**config.mk**
```make
export PLATFORM = sky130hd
export DESIGN_NAME = bcd_key_entry_5
export DESIGN_NICKNAME = d
export VERILOG_FILES = /design/src/rtl/bcd_key_entry_5.sv
export SDC_FILE = /design/constraint.sdc
export NUM_CORES = 1
export LEC_CHECK = 0
export BUFFER_PORTS_ARGS = -buffer_cell sky130_fd_sc_hd__buf_2
export CAP_MARGIN = 10
export CELL_PAD_IN_SITES_DETAIL_PLACEMENT = 0
export CELL_PAD_IN_SITES_GLOBAL_PLACEMENT = 2
export CORE_UTILIZATION = 28
export DETAILED_ROUTE_END_ITERATION = 16
export GPL_TIMING_DRIVEN = 0
export PLACE_DENSITY_LB_ADDON = 0.1
export SYNTH_ARGS = -nofsm -noshare
export SYNTH_HDL_FRONTEND = slang
export SYNTH_SLANG_ARGS = --single-unit
```
**constraint.sdc**
```tcl
create_clock -name clk -period 1.5 [get_ports clk]
set_clock_uncertainty 0.05 [all_clocks]
set_input_delay 0.15 -clock clk [delete_from_list [all_inputs] [get_ports clk]]
set_output_delay 0.15 -clock clk [all_outputs]
set_load 0.01 [all_outputs]
```
**src/rtl/bcd_key_entry_5.sv**
```systemverilog
// Decimal key-entry front end for the 5-digit BCD-to-binary converter.
// Optional range check on launch is enabled by defining RANGE_CHECK_EN.
module bcd_key_entry_5 #(
  parameter int NDIG = 5
`ifdef RANGE_CHECK_EN
  ,
  parameter logic [4*NDIG-1:0] LIMIT = 20'h65535
`endif
) (
  input  logic              clk,
  input  logic              rst,
  input  logic              key_valid,
  input  logic [3:0]        key,
  output logic              key_ready,
  output logic [4*NDIG-1:0] bcd,
  output logic              conv_init,
  input  logic              conv_done,
  output logic [2:0]        count,
  output logic              busy,
  output logic              err
);

  typedef enum logic [1:0] {
    ST_ENTRY  = 2'd0,
    ST_LAUNCH = 2'd1,
    ST_WAIT   = 2'd2
  } state_t;

  localparam logic [2:0] NDIG_C = 3'(NDIG);

  state_t            state_r, state_n_s;
  logic [4*NDIG-1:0] bcd_r, bcd_n_s;
  logic [2:0]        count_r, count_n_s;
  logic              fresh_r, fresh_n_s;
  logic              guard_r, guard_n_s;
  logic              accept_s;
  logic              launch_ok_s;

  assign accept_s  = key_valid && (state_r == ST_ENTRY);
  assign key_ready = (state_r == ST_ENTRY);
  assign conv_init = (state_r == ST_LAUNCH);
  assign busy      = (state_r != ST_ENTRY);
  assign bcd       = bcd_r;
  assign count     = count_r;

`ifdef RANGE_CHECK_EN
  logic err_r;
  logic over_limit_s;

  // Packed-BCD order matches decimal order, so a plain compare suffices.
  assign over_limit_s = (bcd_r > LIMIT);
  assign launch_ok_s  = !over_limit_s;
  assign err          = err_r;

  // Error flag: set by a rejected enter, cleared by any other accepted key.
  always_ff @(posedge clk or posedge rst) begin
    if (rst) begin
      err_r <= 1'b0;
    end else if (accept_s) begin
      err_r <= (key == 4'hE) && (count_r != 3'd0) && over_limit_s;
    end else begin
      err_r <= err_r;
    end
  end
`else
  assign launch_ok_s = 1'b1;
  assign err         = 1'b0;
`endif

  // State and entry registers.
  always_ff @(posedge clk or posedge rst) begin
    if (rst) begin
      state_r <= ST_ENTRY;
      bcd_r   <= '0;
      count_r <= 3'd0;
      fresh_r <= 1'b0;
      guard_r <= 1'b0;
    end else begin
      state_r <= state_n_s;
      bcd_r   <= bcd_n_s;
      count_r <= count_n_s;
      fresh_r <= fresh_n_s;
      guard_r <= guard_n_s;
    end
  end

  // Next-state and entry-edit logic.
  always_comb begin
    state_n_s = state_r;
    bcd_n_s   = bcd_r;
    count_n_s = count_r;
    fresh_n_s = fresh_r;
    guard_n_s = guard_r;
    case (state_r)
      ST_ENTRY: begin
        if (!accept_s) begin
          state_n_s = ST_ENTRY;
        end else if (key <= 4'd9) begin
          // A finished result stays on display until the next digit replaces it.
          if (fresh_r) begin
            bcd_n_s   = {{(4*NDIG-4){1'b0}}, key};
            count_n_s = 3'd1;
            fresh_n_s = 1'b0;
          end else if (count_r < NDIG_C) begin
            bcd_n_s   = {bcd_r[4*NDIG-5:0], key};
            count_n_s = count_r + 3'd1;
          end else begin
            bcd_n_s = bcd_r;
          end
        end else begin
          case (key)
            4'hB: begin
              if (count_r != 3'd0) begin
                bcd_n_s   = {4'h0, bcd_r[4*NDIG-1:4]};
                count_n_s = count_r - 3'd1;
              end else begin
                count_n_s = count_r;
              end
              fresh_n_s = 1'b0;
            end
            4'hC: begin
              bcd_n_s   = '0;
              count_n_s = 3'd0;
              fresh_n_s = 1'b0;
            end
            4'hE: begin
              if ((count_r != 3'd0) && launch_ok_s) begin
                state_n_s = ST_LAUNCH;
              end else begin
                state_n_s = ST_ENTRY;
              end
            end
            default: state_n_s = ST_ENTRY;
          endcase
        end
      end
      ST_LAUNCH: begin
        state_n_s = ST_WAIT;
        guard_n_s = 1'b1;
      end
      ST_WAIT: begin
        // First WAIT cycle ignores done in case it is still high from before.
        if (guard_r) begin
          guard_n_s = 1'b0;
        end else if (conv_done) begin
          state_n_s = ST_ENTRY;
          fresh_n_s = 1'b1;
        end else begin
          state_n_s = ST_WAIT;
        end
      end
      default: state_n_s = ST_ENTRY;
    endcase
  end

endmodule

```
== Word level (Yosys, flattened, before mapping) ==
Cells that the tools add are included.
Word-level totals
  bits in registers: 27
  input port bits: 8
  output and inout bits: 27
  logic and storage cells: 57
Operators by class
  add/sub/neg operators: 2
  magnitude comparators: 2
  equality and inequality tests: 13
  muxes and demuxes: 24
  reductions and logical operators: 11
Operators by type and width (number)
  2-to-1 mux 20 bit: 4
  one-hot mux 20 bit (2 select lines): 1
  equality test 4 bit (second input constant): 3
  2-to-1 mux 3 bit: 4
  AND reduction 5 bit: 2
  inequality test 3 bit (second input constant): 3
  2-to-1 mux 2 bit: 4
  2-to-1 mux 1 bit: 6
  inequality test 3 x 2 -> 1 bit (second input constant): 2
  one-hot mux 2 bit (3 select lines): 1
  one-hot mux 3 bit (2 select lines): 1
  nonzero test 2 bit: 3
  nonzero test 3 bit: 2
  less-or-equal comparator 4 bit (second input constant): 1
  inequality test 2 bit (second input constant): 2
  one-hot mux 1 bit (2 select lines): 2
  one-hot mux 2 bit (2 select lines): 1
  adder 3 x 1 -> 3 bit (second input constant): 1
  < comparator 3 bit (second input constant): 1
  AND reduction 3 bit: 1
  subtractor 3 x 1 -> 3 bit (second input constant): 1
  equality test 2 x 1 -> 1 bit (second input constant): 1
  equality test 2 bit (second input constant): 1
  logical NOT 2 bit: 1
  3 further kinds: 3

== Longest topological paths before layout ==
Gate-level depths: netlist (run 1).
  depth in word-level cells: 6
  depth in mapped cells: 8
  gate-level depth less buffers: 7

== Worst setup path before layout (run 1) ==
No wires, ideal clock.
  kind: register -> register
  start point: reg state_r[0]
  end point: reg count_r[2], in the netlist count[2]
  arrival time: 1.560 ns
  required time: 1.317 ns
  slack: -0.243 ns
  stages on the path, launching flop included: 8
  buffers on the path: 0
  period minus slack after synthesis: 1.743 ns
  path through: dfrtp_1 inv_1 ha_1 nand2_1 a21oi_4 o221ai_4 o31ai_1 o31ai_1
On the way
  longest elaborated chain between the ends: 3
RTL lines
  from (decl): line 31  | state_t state_r, state_n_s;
  from (signal assigned): line 79  | state_r <= state_n_s;
  logical NOT 2 bit *
  net key_ready: line 14  | output logic key_ready,
  logical AND 1 bit: line 39  | assign accept_s = key_valid && (state_r == ST_ENTRY);
  AND reduction 5 bit (no line) *
  to (signal assigned): line 81  | count_r <= count_n_s;
  to (decl): line 33  | logic [2:0] count_r, count_n_s;
The timed path passes the listed nets; every way through them passes the cells marked *.
A chain may end at the register's enable or synchronous reset.

== Worst setup path in the final report (run 1) ==
  start point: reg state_r[0]
  end point: reg state_r[0]
On the way
  longest elaborated chain between the ends: 4
  elaborated cells between the ends (all ways): 10
RTL lines (line)
  logical NOT 2 bit: 39, 94
  logical AND 1 bit: 39
  inequality test 3 bit (no line) / 2-to-1 mux 2 bit (equally long branches)
  AND reduction 3 bit (no line) / one-hot mux 2 bit (3 select lines) (equally long branches)
Parallel ways exist; a longest one is shown, timed or not.

==> metrics, run 1 <==
outcome=finished with violations; failing checks=negative setup slack; Root Driver=clkbuf_8; total power=3.352 mW; CTS tree=yes; Area Overhead vs Synth=43.54%; most common cell after layout, fill and taps aside=buf_2; Leakage=0.9997 nW; total CTS buffers=3; Post-Syn Nets=178; vias after detailed routing=1399; pin count of the biggest net entering global routing=28; vias per inst=4.808; register bit total from synthesis=27; hold path cells=4; MaxCap Viol Count=0; Slew Limit Fails=0; Total GRT Usage=16.78%; startpoint types=flip-flop; Iter 0 DRT Violations=38; Main synth FF type=dfrtp_1; area post-placement=0.001788 mm²; Final GP Congestion=0.7293; # clock sinks=27; port bufs=33; Hold Crit Endpoint=state_r[1]$_DFFE_PP0P_; total congestion overflow=0; antenna cells=0; WS Path Type=reg2reg; core footprint=0.005107 mm²; Hold Crit Class=in2reg; Rows=26; Final nets=237; Post-synth ARST share=100.0%; Worst Path Max Fanout=2; HPWL Detailed=2737 µm; worst hold start=conv_done; Die Wd=74.99 µm; die area=0.005623 mm²; worst reg-to-reg path cell count=6; cell area after layout=0.002141 mm²; TritonRoute pass-1 iters=5; peak supply drop=0.6079 mV; CTS H-tree depth=1; RR Startpoint=state_r[0]$_DFFE_PP0P_; Ys Warns=0; Routed WL=4367 µm; most frequent cells in the layout=buf_2, nand2_1, dfrtp_1; WP data required=1.65 ns; final period utilization=105.3%; Mean Syn Cell Area=9.150 µm²; reg-to-reg endpoint=state_r[0]$_DFFE_PP0P_; Layout fillers=544; Antenna Violating Nets Remaining=0; unrepaired setup endpoints after global routing=true; drc violations=0; fin crit period=1.579 ns; sequential-to-total area share from yosys stat=45.30%; Fin. Hold Viols=0; Reg clk slew, reported paths=0.10 ns; layout cell share with drive strength beyond 1=45.70%; synthesized instance count=163; Clk Latency, worst-skew pair=0.27 ns; Post-synth EDFFs=0; Power per Cell Area=1566 mW/mm²; antenna violations before repair=0; number of global-route vias before repair=1363; FF-to-FF setup slack=-0.08 ns; slack of the critical path=-0.07930 ns; post-layout util=41.92%; Vert. Die Dim=74.99 µm; Routed wire per std cell=15.01 µm; Worst Path Arrival=1.73 ns; post-synthesis cell type count=32; Ports=35; Max clock buf depth=2; Setup crit end kind=flip-flop; Fmax achieved=0.6332 GHz; final setup fails=24; Synth Cell Area=0.001491 mm²; sum of negative setup slack=-0.8582 ns; global-route wire length before repair=6975 µm; starting density of the core=29.20%
## power breakdown
| group | internal [mW] | switching (mW) |
|---|---|---|
| registers | 0.991 | 0.272 |
| logic | 0.787 | 0.873 |
| clock network | 0.186 | 0.242 |
| total | 1.96 | 1.39 |
## registers in the layout (all words and copies together), names as in the netlist
| signal | cells |
|---|---|
| bcd | 20 |
| count | 3 |
| fresh_r | 1 |
| guard_r | 1 |
| state_r | 2 |
## area by class of cell
type / instances / area (µm²) / area share [%]
Sequential cell: 27 / 676.9 / 31.62
Inverter: 8 / 30.03 / 1.403
Multi-Input combinational cell: 118 / 873.3 / 40.79
Clock buffer: 3 / 41.29 / 1.929
Tap cell: 70 / 87.58 / 4.091
Buffer: 11 / 83.83 / 3.916
Clock inverter: 1 / 5.005 / 0.2338
Timing Repair Buffer: 53 / 342.8 / 16.01
## synth_stat cells (2+ instances only)
cell type / n / area [µm²]
a21oi_1: 7 / 35.03
a22oi_1: 13 / 97.59
buf_2: 7 / 35.03
buf_6: 2 / 22.52
dfrtp_1: 27 / 675.7
ha_1: 7 / 87.58
inv_1: 8 / 30.03
mux2i_1: 2 / 20.02
nand2_1: 34 / 127.6
nand2b_1: 2 / 12.51
nand3_1: 2 / 10.01
nor2_1: 4 / 15.01
nor2b_1: 4 / 25.02
o21ai_0: 19 / 95.09
o21ai_1: 6 / 30.03
o31ai_1: 3 / 22.52
## cells by family after synthesis
group	after synthesis	synth area share [%]
AOI/OAI and AO/OA	57	25.34
adders and majority gates	7	5.872
buffers and inverters	19	6.627
DFF	27	45.30
muxes	3	2.349
other	1	0.2514
and+or+nand+nor	49	14.26
## layer usage
layer,track usage [%],part of all wire [%],up-vias
li1,-,-,688
met1,24.06,49,684
met2,26.83,48,25
met3,2.410,3.0,2
met4,3.774,0.50,0
met5,0,0,-
## how the worst max path moves through the flow
stage | startpoint | to | cells after the start
final | state_r[0]$_DFFE_PP0P_ | state_r[0]$_DFFE_PP0P_ | 6
after global placement | state_r[0]$_DFFE_PP0P_ | bcd[7]$_DFFE_PP0P_ | 8
after CTS | state_r[0]$_DFFE_PP0P_ | count[2]$_DFFE_PP0P_ | 7
after global routing | state_r[0]$_DFFE_PP0P_ | count[2]$_DFFE_PP0P_ | 7
after floorplan | state_r[0]$_DFFE_PP0P_ | count[2]$_DFFE_PP0P_ | 7
after detailed placement | state_r[0]$_DFFE_PP0P_ | bcd[7]$_DFFE_PP0P_ | 8
## through the flow
| step | setup slack [ns] | hold slack, ns | std cells |
|---|---|---|---|
| after floorplan | -0.05621 | 0.1526 | 163 |
| after global placement | -0.2004 | 0.4269 | 266 |
| after detailed placement | -0.2379 | 0.4376 | 266 |
| after CTS | -0.09367 | 0.1358 | 288 |
| after global routing | -0.1583 | 0.1819 | 291 |
| final | -0.07930 | 0.1686 | 291 |
## worst max-delay path: stages, from the launching register on
cell	delay [ns]
dfrtp_1	0.42
inv_2	0.09
ha_4	0.14
nand2_4	0.05
buf_4	0.12
or4_4	0.50
mux2i_1	0.14
## repair_timing
item	CTS	global route
gates cloned	5	0
endpoints found under the hold margin	0	6
hold buffers	0	1
pin swaps	2	9
setup buffers	13	1
gates resized for setup	11	26
setup endpoints to repair	24	26
Note: power is estimated with default switching activity, not from simulation.
==> inputs of run 2 (changes only) <==
==> config.mk (replaced) <==
export PLATFORM = sky130hd
export DESIGN_NAME = bcd_key_entry_5
export DESIGN_NICKNAME = d
export VERILOG_FILES = /design/src/rtl/bcd_key_entry_5.sv
export SDC_FILE = /design/constraint.sdc
export NUM_CORES = 1
export LEC_CHECK = 0
export CAP_MARGIN = 10
export CELL_PAD_IN_SITES_DETAIL_PLACEMENT = 1
export CELL_PAD_IN_SITES_GLOBAL_PLACEMENT = 1
export CORE_UTILIZATION = 42
export DETAILED_ROUTE_END_ITERATION = 16
export DONT_BUFFER_PORTS = 1
export GPL_TIMING_DRIVEN = 0
export PLACE_DENSITY_LB_ADDON = 0.1
export SYNTH_ARGS = -nofsm -noshare
export SYNTH_HDL_FRONTEND = slang
export SYNTH_SLANG_ARGS = --single-unit
==> run 2 against run 1 <==
Against the previous run: first-iteration DRC count up 66%; via count decreased by 5.2%; die area fell by 33%; critical path type unchanged; sequential cell count stayed put; combinational power down 31%; global-route usage rose by 8.5 points; utilization is 15 points higher; register-to-register slack worse by 0.08 ns; maximum frequency shrank 4.8%; non-clock buffer count shrank 33; clock power shrank 18%; setup slack lost 0.080 ns; the run still ends with negative setup slack left.
==> metrics, run 2 (synthesis results as in run 1) <==
delay-heaviest family, CP=simple AND/OR/NAND/NOR gates; Root Driver=clkbuf_4; Vert. Die Dim=61.59 µm; Iter 0 DRT Violations=63; worst hold start=key[2]; Total GRT Usage=25.33%; sw frac=44.75%; FF-to-FF setup slack=-0.16 ns; hold path cells=3; Fin. Hold Viols=0; outcome=finished with violations; total congestion overflow=0; Slew headroom=66.30%; final period utilization=110.6%; Slew Limit Fails=0; final setup fails=26; final instance count without filler cells=234; Max clock buf depth=2; P_sw=1.320 mW; worst reg-to-reg path cell count=6; startpoint types=flip-flop; P_int=1.629 mW; Setup WS pre-CTS=-0.2650 ns; Worst Path Arrival=1.90 ns; Worst Path Max Fanout=4; dpl cells=209; unrepaired setup endpoints after global routing=true; global-route wire length before repair=6879 µm; vias per inst=5.667; core footprint=0.003363 mm²; Setup crit end kind=flip-flop; starting density of the core=44.35%; Hold Crit Class=in2reg; CTS H-tree depth=1; FF/Latch Area=678.2 µm²; Least-Margin Pin Slew=0.5055 ns; Leakage=0.8193 nW; Layout fillers=412; MaxCap Viol Count=0; Reg clk slew, reported paths=0.16 ns; TritonRoute pass-1 iters=3; Comb pwr share=38.7%; HPWL Detailed=2705 µm; Ports=35; # clock sinks=27; most common cell after layout, fill and taps aside=nand2_1; crit path buf inv count=2; Die Wd=61.59 µm; Antenna Violating Nets Remaining=0; Power per Cell Area=1529 mW/mm²; Largest register FFs=20; Area Overhead vs Synth=29.28%; post-layout util=57.33%; multi-input logic area=854.6 µm²; Final nets=204; sum of negative setup slack=-3.120 ns; Routed WL=4338 µm; WS Path Type=reg2reg; Rows=21; crit path cell chain=inv_2 > ha_4 > nand2_4 > buf_4 > or4_4 > mux2i_1; CTS tree=yes; fin crit period=1.659 ns; CP peak stage delay=0.50 ns; most frequent cells in the layout=nand2_1, dfrtp_1, o21ai_1; port bufs=0; pin count of the biggest net entering global routing=28; Clock Power Share=11.8%; total power=2.949 mW; vias after detailed routing=1326; Slowest-stage cell, CP=or4_4; peak supply drop=0.9191 mV; Final GP Congestion=0.7634; RR Startpoint=state_r[1]$_DFFE_PP0P_; Hold Crit Endpoint=bcd[2]$_DFFE_PP0P_; Routed wire per std cell=18.54 µm; drc violations=0; Seq pwr share=49.5%; WP data required=1.74 ns; number of global-route vias before repair=1391; antenna cells=0; Fmax achieved=0.6027 GHz; Clk Latency, worst-skew pair=0.34 ns; die area=0.003793 mm²; layout cell share with drive strength beyond 1=31.38%; slack of the critical path=-0.1592 ns; antenna violations before repair=0; reg-to-reg endpoint=state_r[0]$_DFFE_PP0P_; total CTS buffers=3; failing checks=negative setup slack
[run 2: cell count changes in the layout (fill, tap and decap cells not counted), moves of 2 or more]
cell,previous run,this run
buf_2,38,3
clkbuf_8,3,0
buf_4,17,13
clkbuf_4,0,4
o21ai_1,12,15
o21ai_2,10,7
nand2_2,7,5
dlygate4sd3_1,1,7
[run 2: final cells by class]
class	count	area share, %
buffer	11	4.478
clock buffer	3	1.168
clock inverter	1	0.3894
inverter	8	1.557
multi-input combinational	118	44.32
sequential	27	35.17
tap	46	2.985
timing repair buffer	20	9.929
[run 2: metal layers]
layer	up-vias	GRT usage (%)	share of wire, %
met2	31	45.16	53
li1	620	-	-
met3	5	4.412	3.9
met5	-	0	0
met1	670	31.33	42
met4	0	6.984	1.1
[run 2: worst reg2reg max path, cell delays in order, from the launching register on]
cell     delay, ns
dfrtp_1       0.43
inv_2         0.10
ha_4          0.19
nand2_4       0.07
buf_4         0.14
or4_4         0.50
mux2i_1       0.14
[run 2: stage by stage]
step                      hold slack, ns  cell area, µm²
after global placement            0.2919            1593
after detailed placement          0.3149            1593
after global routing             0.06212            1928
final                            0.04703            1928
after CTS                        0.04891            1818
after floorplan                   0.1526            1535
[run 2: how the worst max path moves through the flow]
stage / start / slack, ns / endpoint / depth (start not counted)
final: state_r[1]$_DFFE_PP0P_ / -0.16 / state_r[0]$_DFFE_PP0P_ / 6
after global routing: state_r[1]$_DFFE_PP0P_ / -0.27 / count[2]$_DFFE_PP0P_ / 7
after detailed placement: state_r[0]$_DFFE_PP0P_ / -0.27 / count[2]$_DFFE_PP0P_ / 7
after global placement: state_r[0]$_DFFE_PP0P_ / -0.21 / count[2]$_DFFE_PP0P_ / 7
after floorplan: state_r[0]$_DFFE_PP0P_ / -0.06 / count[2]$_DFFE_PP0P_ / 7
after CTS: state_r[1]$_DFFE_PP0P_ / -0.17 / count[2]$_DFFE_PP0P_ / 7
[run 2: timing repair]
item	4_1_cts	5_1_grt
hold endpoints to repair	32	0
cloned	3	0
hold buffers	7	0
pin swaps	2	4
endpoints found under the setup margin	24	26
resized for setup	17	15
buffers inserted	6	4
[run 2: power groups by stage]
stage	logic (mW)	clock network [mW]	registers, mW
floorplan	0.707	0	1.35
global route	1.27	0.378	1.52
CTS	1.06	0.358	1.45
finish	1.14	0.349	1.46
detailed placement	0.874	0	1.45
global placement	0.813	0	1.44
==> inputs of run 3 (changes only) <==
--- a/config.mk
+++ b/config.mk
@@ -7,8 +7,8 @@
 export LEC_CHECK = 0
 export CAP_MARGIN = 10
 export CELL_PAD_IN_SITES_DETAIL_PLACEMENT = 1
-export CELL_PAD_IN_SITES_GLOBAL_PLACEMENT = 1
-export CORE_UTILIZATION = 42
+export CELL_PAD_IN_SITES_GLOBAL_PLACEMENT = 2
+export CORE_UTILIZATION = 33
 export DETAILED_ROUTE_END_ITERATION = 16
 export DONT_BUFFER_PORTS = 1
 export GPL_TIMING_DRIVEN = 0
==> run 3 against run 2 <==
Against the previous run: the run still ends with negative setup slack left; clock power increased by 19%; combinational power increased by 6%; first-iteration DRC count increased by 3.2%; register-to-register slack got worse by 0.02 ns; non-clock buffer count decreased by 2; worst hold slack got worse by 0.026 ns; power increased by 5.5%; via count increased by 0.45%; setup slack got worse by 0.022 ns; count of clock-buffer cells in the layout increased by 1; sequential power about the same; largest cell class unchanged.
==> metrics, run 3 (synthesis results as in run 1) <==
Rows=24; Least-Margin Pin Slew=0.5260 ns; Routed wire per std cell=18.62 µm; Antenna Violating Nets Remaining=0; CTS tree=yes; hold path cells=2; Worst Path Max Fanout=8; number of global-route vias before repair=1400; global-route wire length before repair=7293 µm; Setup WS pre-CTS=-0.2749 ns; cell area after layout=0.001943 mm²; pin count of the biggest net entering global routing=28; Vert. Die Dim=69.23 µm; Largest register FFs=20; WP data required=1.64 ns; startpoint types=flip-flop; crit path cell chain=inv_2 > ha_4 > nand2b_4 > o221ai_4 > buf_6 > nand2_2 > o21ai_1; P_sw=1.346 mW; reg-to-reg endpoint=bcd[6]$_DFFE_PP0P_; peak supply drop=0.6614 mV; sum of negative setup slack=-3.841 ns; WS Path Type=reg2reg; slack of the critical path=-0.1811 ns; total CTS buffers=3; Worst Path Arrival=1.82 ns; Clock Power Share=13.3%; fin crit period=1.681 ns; Seq pwr share=47.9%; final setup fails=24; post-layout util=44.63%; worst reg-to-reg path cell count=7; Leakage=0.8278 nW; sw frac=43.26%; vias per inst=5.597; starting density of the core=34.25%; MaxCap Viol Count=0; Die Wd=69.23 µm; Fmax achieved=0.5949 GHz; Routed WL=4432 µm; CTS H-tree depth=1; CP peak stage delay=0.49 ns; Hold Crit Class=in2reg; P_int=1.766 mW; most frequent cells in the layout=dfrtp_1, nand2_2, nand2_1; # clock sinks=27; FF-to-FF setup slack=-0.18 ns; drc violations=0; Slew headroom=64.89%; HPWL Detailed=2897 µm; Comb pwr share=38.8%; most common cell after layout, fill and taps aside=dfrtp_1; Slew Limit Fails=0; antenna cells=0; Iter 0 DRT Violations=65; Fin. Hold Viols=0; vias after detailed routing=1332; Ports=35; worst hold start=key[0]; Slowest-stage cell, CP=dfrtp_2; TritonRoute pass-1 iters=4; port bufs=0; unrepaired setup endpoints after global routing=true; Total GRT Usage=19.04%; Final nets=202; Clk Latency, worst-skew pair=0.27 ns; Max clock buf depth=2; Power per Cell Area=1602 mW/mm²; Area Overhead vs Synth=30.29%; total congestion overflow=0; outcome=finished with violations; failing checks=negative setup slack; RR Startpoint=count[1]$_DFFE_PP0P_; Final GP Congestion=0.7080; Reg clk slew, reported paths=0.09 ns; die area=0.004792 mm²; final period utilization=112.1%; layout cell share with drive strength beyond 1=39.25%; antenna violations before repair=0; Hold Crit Endpoint=state_r[0]$_DFFE_PP0P_; Setup crit end kind=flip-flop; area post-placement=0.001600 mm²; core footprint=0.004354 mm²; Root Driver=clkbuf_8
[run 3: changes by cell type in the layout (fill, tap and decap cells not counted), sizes merged]
cell	previous run	this run
dlygate4sd3	7	1
buf	22	27
clkinvlp	1	0
[run 3: area by class of cell]
type / instances / area (µm²)
tap: 52 / 65.06
buffer: 11 / 81.33
multi-input combinational: 118 / 874.6
sequential: 27 / 678.2
fill: 503 / 2411
timing repair buffer: 18 / 168.9
inverter: 8 / 30.03
clock buffer: 4 / 45.04
[run 3: how the worst max path moves through the flow]
stage                                       from              endpoint  slack, ns
after floorplan           state_r[0]$_DFFE_PP0P_  count[2]$_DFFE_PP0P_      -0.06
after global placement    state_r[0]$_DFFE_PP0P_  count[2]$_DFFE_PP0P_      -0.23
after detailed placement  state_r[0]$_DFFE_PP0P_  count[2]$_DFFE_PP0P_      -0.27
after CTS                 state_r[0]$_DFFE_PP0P_  count[0]$_DFFE_PP0P_      -0.17
after global routing        count[0]$_DFFE_PP0P_   bcd[13]$_DFFE_PP0P_      -0.24
final                       count[1]$_DFFE_PP0P_    bcd[6]$_DFFE_PP0P_      -0.18
[run 3: metrics by stage]
stage / hold WS [ns] / cells / power (mW)
floorplan: 0.1526 / 163 / 2.055
global route: 0.01384 / 238 / 3.324
finish: 0.02105 / 238 / 3.112
detailed placement: 0.3079 / 215 / 2.346
global placement: 0.3035 / 215 / 2.268
CTS: 0.01410 / 231 / 2.953
[run 3: worst max-delay path: cells and delay by family (launching register included)]
kind	cells	cell delay, ns
buffers and inverters	2	0.31
flip-flops	1	0.49
adder cells (fa/ha/maj)	1	0.15
AO/OA/AOI/OAI	2	0.47
AND/OR/NAND/NOR	2	0.14
[run 3: power by group through the flow]
stage	clock (mW)	combinational, mW	sequential, mW
floorplan	0	0.707	1.35
global placement	0	0.822	1.45
detailed placement	0	0.882	1.46
CTS	0.437	1.05	1.47
global route	0.462	1.33	1.53
finish	0.415	1.21	1.49
[run 3: layer usage]
metal | part of all wire (%) | GRT usage, %
met1 | 44 | 23.93
met2 | 51 | 33.87
met3 | 4.4 | 3.924
met4 | 0.61 | 3.401
met5 | 0 | 0
[run 3: repair_timing]
action,4_1_cts,5_1_grt
buffers inserted,9,4
endpoints found under the hold margin,0,10
gates resized for setup,10,34
endpoints found under the setup margin,24,26
hold buffers,0,1
pin swaps,4,4
cloned,3,1
